===== config.mk =====
export PLATFORM = sky130hd
export DESIGN_NAME = draw_maze_from_ram
export DESIGN_NICKNAME = d
export VERILOG_FILES = /design/src/rtl/maze_pkg.sv /design/src/rtl/cell_pixel_counter.sv /design/src/rtl/draw_maze_from_ram.sv
export SDC_FILE = /design/constraint.sdc
export NUM_CORES = 1
export LEC_CHECK = 0
export CAP_MARGIN = 20
export CORE_MARGIN = 2
export CORE_UTILIZATION = 53
export CTS_CLUSTER_DIAMETER = 60
export DETAILED_ROUTE_END_ITERATION = 6
export GPL_ROUTABILITY_DRIVEN = 0
export PLACE_DENSITY = 0.8
export REMOVE_ABC_BUFFERS = 1
export SYNTH_ARGS = -nofsm -noshare
export SYNTH_HDL_FRONTEND = slang
export SYNTH_SLANG_ARGS = --single-unit
export TNS_END_PERCENT = 30

===== constraint.sdc =====
create_clock -name clk -period 3.7 [get_ports clk]
set_input_delay 0.74 -clock clk [delete_from_list [all_inputs] [get_ports clk]]
set_output_delay 0.74 -clock clk [all_outputs]
set_load 0.01 [all_outputs]

===== src/rtl/maze_pkg.sv =====
// rtl/maze_pkg.sv - shared grid/VGA widths and FSM encoding for the maze redraw block
package maze_pkg;
  localparam int GRID_DIM = 32;
  localparam int ADDR_W   = 10;
  localparam int COLOUR_W = 3;
  localparam int VGA_X_W  = 8;
  localparam int VGA_Y_W  = 7;
  localparam int CELL_W   = 5;
  localparam int PIX_W    = 2;

  typedef enum logic [2:0] {
    ST_IDLE  = 3'd0,
    ST_FETCH = 3'd1,
    ST_LATCH = 3'd2,
    ST_PAINT = 3'd3,
    ST_DONE  = 3'd4
  } state_e;
endpackage


===== src/rtl/cell_pixel_counter.sv =====
// rtl/cell_pixel_counter.sv - px/py raster counter over one CELL_PX x CELL_PX maze cell
module cell_pixel_counter
  import maze_pkg::*;
#(
  parameter int CELL_PX = 3
) (
  input  logic             clk,
  input  logic             resetn,
  input  logic             clr,
  input  logic             en,
  output logic [PIX_W-1:0] px,
  output logic [PIX_W-1:0] py,
  output logic             last
);
  localparam logic [PIX_W-1:0] LAST_IDX = PIX_W'(CELL_PX - 1);

  logic [PIX_W-1:0] px_q, px_d;
  logic [PIX_W-1:0] py_q, py_d;

  always_comb begin
    px_d = px_q;
    py_d = py_q;
    if (clr) begin
      px_d = '0;
      py_d = '0;
    end else if (en) begin
      if (px_q == LAST_IDX) begin
        px_d = '0;
        py_d = (py_q == LAST_IDX) ? '0 : py_q + PIX_W'(1);
      end else begin
        px_d = px_q + PIX_W'(1);
      end
    end
  end

  always_ff @(posedge clk or negedge resetn) begin
    if (!resetn) begin
      px_q <= '0;
      py_q <= '0;
    end else begin
      px_q <= px_d;
      py_q <= py_d;
    end
  end

  assign px   = px_q;
  assign py   = py_q;
  assign last = (px_q == LAST_IDX) && (py_q == LAST_IDX);
endmodule


===== src/rtl/draw_maze_from_ram.sv =====
// rtl/draw_maze_from_ram.sv - walks the 32x32 maze RAM and plots each cell as a pixel block
// Optional DRAW_MAZE_SKIP_BLACK_EN: black cells are skipped without plotting.
module draw_maze_from_ram
  import maze_pkg::*;
#(
  parameter int CELL_PX  = 3,
  parameter int X_ORIGIN = 32,
  parameter int Y_ORIGIN = 12
) (
  input  logic                clk,
  input  logic                resetn,
  input  logic                start,
  output logic [ADDR_W-1:0]   address,
  input  logic [COLOUR_W-1:0] ram_q,
  output logic [VGA_X_W-1:0]  x,
  output logic [VGA_Y_W-1:0]  y,
  output logic [COLOUR_W-1:0] colour,
  output logic                plot,
  output logic                busy,
  output logic                done
);
  localparam logic [VGA_X_W-1:0] XO  = VGA_X_W'(X_ORIGIN);
  localparam logic [VGA_Y_W-1:0] YO  = VGA_Y_W'(Y_ORIGIN);
  localparam logic [VGA_X_W-1:0] CPX = VGA_X_W'(CELL_PX);
  localparam logic [VGA_Y_W-1:0] CPY = VGA_Y_W'(CELL_PX);

  state_e              state_q, state_d;
  logic [ADDR_W-1:0]   address_q, address_d;
  logic [COLOUR_W-1:0] cell_colour_q, cell_colour_d;
  logic [VGA_X_W-1:0]  x_q, x_d;
  logic [VGA_Y_W-1:0]  y_q, y_d;
  logic [COLOUR_W-1:0] colour_q, colour_d;

  logic [PIX_W-1:0]    px, py;
  logic                last_px, cnt_clr, cnt_en, advance;
  logic [CELL_W-1:0]   cell_x, cell_y;
  logic [VGA_X_W-1:0]  x_pix;
  logic [VGA_Y_W-1:0]  y_pix;

  cell_pixel_counter #(.CELL_PX(CELL_PX)) u_cnt (
    .clk    (clk),
    .resetn (resetn),
    .clr    (cnt_clr),
    .en     (cnt_en),
    .px     (px),
    .py     (py),
    .last   (last_px)
  );

  assign cell_x = address_q[CELL_W-1:0];
  assign cell_y = address_q[ADDR_W-1:CELL_W];
  assign x_pix  = XO + VGA_X_W'(cell_x) * CPX + VGA_X_W'(px);
  assign y_pix  = YO + VGA_Y_W'(cell_y) * CPY + VGA_Y_W'(py);

  always_comb begin
    state_d       = state_q;
    address_d     = address_q;
    cell_colour_d = cell_colour_q;
    cnt_clr       = 1'b0;
    cnt_en        = 1'b0;
    plot          = 1'b0;
    advance       = 1'b0;
    case (state_q)
      ST_IDLE: begin
        if (start) begin
          state_d   = ST_FETCH;
          address_d = '0;
        end
      end
      ST_FETCH: state_d = ST_LATCH;
      ST_LATCH: begin
        cell_colour_d = ram_q;
        cnt_clr       = 1'b1;
        state_d       = ST_PAINT;
`ifdef DRAW_MAZE_SKIP_BLACK_EN
        if (ram_q == '0) advance = 1'b1;
`endif
      end
      ST_PAINT: begin
        plot   = 1'b1;
        cnt_en = 1'b1;
        if (last_px) advance = 1'b1;
      end
      ST_DONE:  state_d = ST_IDLE;
      default:  state_d = ST_IDLE;
    endcase
    // Cell finished (painted or skipped): step raster order or finish after cell 1023
    if (advance) begin
      if (&address_q) begin
        state_d = ST_DONE;
      end else begin
        address_d = address_q + ADDR_W'(1);
        state_d   = ST_FETCH;
      end
    end
    x_d      = plot ? x_pix : x_q;
    y_d      = plot ? y_pix : y_q;
    colour_d = plot ? cell_colour_q : colour_q;
  end

  always_ff @(posedge clk or negedge resetn) begin
    if (!resetn) begin
      state_q       <= ST_IDLE;
      address_q     <= '0;
      cell_colour_q <= '0;
      x_q           <= '0;
      y_q           <= '0;
      colour_q      <= '0;
    end else begin
      state_q       <= state_d;
      address_q     <= address_d;
      cell_colour_q <= cell_colour_d;
      x_q           <= x_d;
      y_q           <= y_d;
      colour_q      <= colour_d;
    end
  end

  // Pixel outputs are live during PAINT and hold the last plotted pixel otherwise
  assign address = address_q;
  assign x       = plot ? x_pix : x_q;
  assign y       = plot ? y_pix : y_q;
  assign colour  = plot ? cell_colour_q : colour_q;
  assign busy    = (state_q == ST_FETCH) || (state_q == ST_LATCH) || (state_q == ST_PAINT);
  assign done    = (state_q == ST_DONE);
endmodule


==> impl_metrics.toml, run 1 <==
[status]
status = "complete, no violations"

[worst_setup_path]
startpoint_type = "flip-flop"
path_max_fanout = 4
cp_slowest_cell = "clkdlybuf4s50_1"
crit_path_end_kind = "primary output"
cp.required_ns = 2.96
rr_worst_depth = 10
crit_type = "flip-flop to primary output"
cp_num_buf_inv = 3
cp_slowest_stage_delay_ns = 0.58
cp.arrival_ns = 2.83
r2r-start = "u_cnt.py[1]$_DFFE_PN0P_"
r2r-end = "y_q[5]$_DFF_PN0_"
crit_chain = "inv_1 -> fa_1 -> inv_1 -> ha_1 -> a21o_1 -> a21o_1 -> xnor2_1 -> o21ai_0 -> clkdlybuf4s50_1"
regToRegSetupSlack_ns = 1.40
crit_family = "buffers and inverters"

[grt]
grt.overflow.total = 0
antenna_found_initial = 0
grt_util_met2_pct = 36.54
grt_start_max_net_pins = 39
use_met1_pct = 25.45
grt.total_usage_pct = 21.12
grt_pass1_wl_um = 7141
grt_pass1_vias = 1564
top_usage_layer = "met2"
gr-usage-met3_pct = 5.032

[sta]
tns_ns = 0
timing.fmax_mhz = 280.3
max-slew-margin-rel_pct = 43.73
period_minus_slack_ns = 3.567
max_slew.worst_pin.slew_ns = 0.8440
rsz0062_at_grt = "true"
drv_slew = 0
final_hold_viol_count = 0
setup_violations = 0
fin_hold_ws_ns = 0.4738
fin_crit_sh_pct = 96.42
finClkSkew_ns = 0.008259

[synthesis]
synth_cell_types = 42
ys_async_sr_fraction_pct = 100.0
syn_inst = 222
ys_seq_area_share_pct = 42.94
synth_seq_cells = 38
ys.flop_type = "dfrtp_1"
yosysWarnings = 0
synth-edff-count = 0
netlist_area_um2 = 2215
syn_area_per_cell_um2 = 9.976

[clock_tree]
postCtsHoldBufs = 0
htree_levels = 2
worstSkewPairLatency_ns = 0.30
post-cts-setup-buffer-count = 0
cts_tree = "done"
cts_num_sinks = 38
cts_buffers = 5
clk_pin_slew_ns = 0.07
root_buffer = "clkbuf_8"
cts_buffer_depth = 2

[routing]
drc_errors = 0
via_per_inst = 5.423
vias = 1719
drt_iter0_markers = 76
wirelength_um = 4433
routedWlPerCell_um = 13.98
ant_nets = 0
drtPass1Iterations = 4

[final_layout]
diodes = 0
final_cells = 317
fillerInstances = 329
finalInstanceArea_um2 = 2760
regArea_um2 = 953.4
nNetsFinal = 300
area_growth_pct = 24.63
multi_input_area_um2 = 1167
drive_gt1_share_pct = 10.86

[power]
p_leak_nw = 1.358
power_mw = 1.932
irDropWorstVdd_mv = 0.5256
power.density_nw_per_um2 = 700.1

[placement]
place_area_um2 = 2665
port_buffers = 36
place_inst = 310
dp_hpwl_um = 3223

[floorplan]
num_rows = 23
start_util_pct = 55.36
die_area_um2 = 4711
die_x_um = 68.64
coreArea_um2 = 4000
die_height_um = 68.64
ioPinCount = 37

[worst_hold_path]
worstHoldPathCells = 2
hold_class = "flip-flop to flip-flop"
min-delay-start = "colour_q[0]$_DFF_PN0_"
holdPathEnd = "colour_q[0]$_DFF_PN0_"

[run]
maxCapViolCount = 0
==> flip-flops by register name (all words and copies together) (netlist names) <==
register       cells
u_cnt.px           2
address           10
y_q                7
cell_colour_q      3
x_q                8
state_q            3
u_cnt.py           2
colour_q           3
==> Yosys cell counts, types with 5 or more instances <==
cell	count	share of area, %
nand2b_1	5	1.4
mux2i_1	6	2.7
dfrtp_1	38	43
nand3_1	6	1.4
nor2_1	6	1.0
ha_1	23	13
mux2_2	5	2.5
nand2_1	45	7.6
o21ai_0	13	2.9
inv_1	22	3.7
nor3_1	5	1.1
==> layer usage <==
metal	part of all wire, %	wire length, µm
met5	0	0
met4	1.6	71
met3	6.2	275
met2	49	2165
met1	43	1920
==> placed cells by master (no fill, tap or decap), drive strengths merged, types with 5 or more instances in the layout <==
| cell | n |
|---|---|
| mux2i | 6 |
| inv | 22 |
| nand2 | 45 |
| dfrtp | 38 |
| nor3 | 5 |
| clkdlybuf4s50 | 29 |
| mux2 | 5 |
| ha | 23 |
| nand3 | 6 |
| o21ai | 13 |
| clkbuf | 5 |
| nor2 | 6 |
| nand2b | 5 |
| buf | 8 |
==> metrics by stage <==
stage                     utilization, %  setup slack, ns
final                              69.00           0.1326
after global routing               69.00         -0.01238
after CTS                          68.60         -0.05849
after detailed placement           66.63          0.07751
after global placement             66.63           0.1809
after floorplan                        -           0.5738
==> area by class of cell <==
class	count	share of cell area [%]
clock buffers	5	2.493
clock inverters	2	0.3626
inverters	23	3.128
multi-input cells	156	42.29
flip-flops and latches	38	34.54
well taps	50	2.267
repair buffers	43	14.91
==> what timing repair did <==
item | 4_1_cts | 5_1_grt
hold endpoints to repair | 0 | 0
setup endpoints to repair | 4 | 7
resized for setup | 6 | 11
pin swaps | 0 | 1
==> how the worst max path moves through the flow <==
stage,startpoint,to,cells after the start
global route,u_cnt.py[1]$_DFFE_PN0P_,y[5],11
floorplan,address[0]$_DFF_PN0_,x[7],8
finish,u_cnt.py[1]$_DFFE_PN0P_,y[4],9
CTS,address[1]$_DFF_PN0_,x[6],8
detailed placement,address[0]$_DFF_PN0_,x[7],9
global placement,address[0]$_DFF_PN0_,x[7],9
==> power by group <==
| part | internal, mW | total (mW) | switching, mW | leakage (nW) |
|---|---|---|---|---|
| registers | 0.567 | 0.648 | 0.0813 | 0.457 |
| logic | 0.529 | 1.02 | 0.488 | 0.857 |
| clock network | 0.126 | 0.267 | 0.141 | 0.0438 |
| total | 1.22 | 1.93 | 0.710 | 1.36 |
==> worst reg2reg max path, delay by kind of cell (launching register included) <==
family | cells | cell delay [ns]
AOI/OAI and AO/OA | 2 | 0.39
adders and majority gates | 3 | 0.96
buffers and inverters | 3 | 0.23
and+or+nand+nor | 2 | 0.18
DFF | 1 | 0.43
==> kinds of logic after synthesis <==
logic type	count (synthesis)	share of synthesized area (%)
buf+inv	28	4.802
simple gates	79	17.80
flops	38	42.94
compound gates	35	11.02
mux	11	5.254
fa+ha+maj	27	16.61
xor+xnor	4	1.582
(Power assumes the default switching activity.)
==> run 2: changes to the inputs <==
Settings changed: SYNTH_HIERARCHICAL set to 1.
==> run 2 against run 1 <==
  * Clock power increased by 2%
  * Maximum frequency is 1.6% higher
  * Critical path type unchanged
  * Largest power group unchanged
  * Global-route usage rose by 0.58 points
  * Highest routed layer unchanged
  * Setup slack improved by 0.057 ns
  * Hold slack better by 0.0022 ns
  * Critical endpoint is now y[2]
  * Sequential power up 1%
==> impl_metrics.toml, run 2 <==
[synthesis]
syn_area_per_cell_um2 = 10.03
synth_seq_cells = 38
synth_area_leaders = "dfrtp_1 43%, ha_1 13%, nand2_1 8.0%, mux2i_1 4.1%, fa_1 3.6%"
synth.most_common_cell = "nand2_1"
syn_inst = 220
synth_top_area_share_pct = 43.11
ys.flop_type = "dfrtp_1"
ys_async_sr_fraction_pct = 100.0
synth-edff-count = 0
synth_commonest_cells = "47 x nand2_1, 38 x dfrtp_1, 23 x ha_1, 18 x inv_1, 10 x o21ai_0"
synth_cell_types = 43
synth_top_area_cell = "dfrtp_1"
netlist_area_um2 = 2206
yosysWarnings = 6
ys_seq_area_share_pct = 43.11

[final_layout]
final_common_cell = "nand2_1"
final_cells = 320
nNetsFinal = 303
area_growth_pct = 25.81
final_cell_mix = "47 x nand2_1, 35 x dfrtp_1, 28 x clkdlybuf4s50_1"
diodes = 0
finalInstanceArea_um2 = 2775
drive_gt1_share_pct = 10.37
fin_util_pct = 69.38
largest_reg_flops = 10

[placement]
pre_cts_ws_ns = 0.1714
port_buffers = 36
place_area_um2 = 2663
dp_hpwl_um = 3302
place_inst = 310

[grt]
grt.total_usage_pct = 21.70
grt_pass1_vias = 1586
grt.overflow.total = 0
grt_start_max_net_pins = 39
antenna_found_initial = 0
grt_pass1_wl_um = 7320

[floorplan]
die_area_um2 = 4694
die_x_um = 68.52
ioPinCount = 37
start_util_pct = 55.15
die_height_um = 68.52
coreArea_um2 = 4000
num_rows = 23

[worst_setup_path]
cp_slowest_stage_delay_ns = 0.58
cp_slowest_cell = "clkdlybuf4s50_1"
startpoint_type = "flip-flop"
crit_chain = "inv_1 -> fa_1 -> inv_1 -> ha_1 -> inv_1 -> fa_1 -> o21ai_0 -> clkdlybuf4s50_1"
crit_path_frequent_cell = "inv_1"
path_max_fanout = 2
crit_type = "flip-flop to primary output"
crit_path_end_kind = "primary output"
cp.arrival_ns = 2.77
crit_family = "adder cells"
cp.required_ns = 2.96
cp_num_buf_inv = 4

[sta]
finClkSkew_ns = 0.005236
tns_ns = 0
drv_slew = 0
fin_hold_ws_ns = 0.4760
fin_crit_sh_pct = 94.87
rsz0062_at_grt = "false"
max-slew-margin-rel_pct = 43.84
timing.fmax_mhz = 284.9
setup_slack_ns = 0.1899
max_slew.worst_pin.slew_ns = 0.8424
period_minus_slack_ns = 3.510
final_hold_viol_count = 0
setup_violations = 0

[power]
p_leak_nw = 1.392
irDropWorstVdd_mv = 0.4783
power.density_nw_per_um2 = 719.9
power_mw = 1.998

[clock_tree]
clk_pin_slew_ns = 0.07
cts_buffers = 5
htree_levels = 2
worstSkewPairLatency_ns = 0.30
cts_buffer_depth = 2
cts_tree = "done"
postCtsHoldBufs = 0
cts_num_sinks = 38
root_buffer = "clkbuf_8"

[routing]
drtPass1Iterations = 4
ant_nets = 0
drc_errors = 0
via_per_inst = 5.319
drt_iter0_markers = 96
wirelength_um = 4525
vias = 1702
routedWlPerCell_um = 14.14

[worst_hold_path]
hold_class = "flip-flop to flip-flop"

[status]
status = "complete, no violations"

[run]
maxCapViolCount = 0
run 2: cell types whose count changed after synthesis, sizes merged, moves of 3 or more:
cell	change
mux2i	+3
o21ai	-3
inv	-4
clkbuf	-3
run 2: where the power goes:
group / switching (mW) / internal [mW] / total [mW]
Combinational: 0.505 / 0.563 / 1.07
Clock: 0.143 / 0.130 / 0.273
Sequential: 0.0851 / 0.572 / 0.657
Total: 0.733 / 1.26 / 2.00
run 2: kinds of logic after synthesis:
family / Yosys count / synth area share [%]
AOI/OAI and AO/OA: 29 / 8.962
xor gates and xnor gates: 4 / 1.588
adders and majority gates: 27 / 16.68
buffers and inverters: 22 / 3.857
DFF: 38 / 43.11
muxes: 13 / 6.296
and+or+nand+nor: 87 / 19.51
run 2: final timing paths:
path / start / endpoint / slack, ns / cells after the start
worst max-delay path: address[5]$_DFF_PN0_ / y[2] / 0.19 / 8
worst min-delay path: x_q[5]$_DFF_PN0_ / x_q[5]$_DFF_PN0_ / 0.48 / 2
worst max register to register: address[6]$_DFF_PN0_ / y_q[5]$_DFF_PN0_ / 1.34 / 11
worst min register to register: x_q[5]$_DFF_PN0_ / x_q[5]$_DFF_PN0_ / 0.48 / 2
max in group asynchronous: resetn / address[1]$_DFF_PN0_ / 2.57 / 1
min in group asynchronous: resetn / x_q[7]$_DFF_PN0_ / 0.54 / 1
run 2: area by class of cell:
type | instances | area (µm²)
fillers | 323 | 1225
multi-input cells | 160 | 1176
flip-flops and latches | 38 | 954.7
repair buffers | 46 | 434.2
clock buffers | 7 | 76.32
inverters | 19 | 71.32
well taps | 50 | 62.56
run 2: per-layer routing:
metal,up-vias,track usage [%],wire length (µm)
li1,849,-,-
met1,819,27.84,2091
met2,28,34.62,2196
met3,6,6.006,156
met4,0,8.750,80
met5,-,0,0
run 2: timing repair:
item / 4_1_cts / 5_1_grt
buffers inserted: 1 / 1
pin swaps: 1 / 0
hold endpoints to repair: 0 / 0
gates resized for setup: 5 / 10
endpoints found under the setup margin: 4 / 7
run 2: tightest hold or removal path, stage by stage (launching register included):
cell and delay, ns:
dfrtp_1 0.33, nand2_1 0.05, nand3_1 0.07
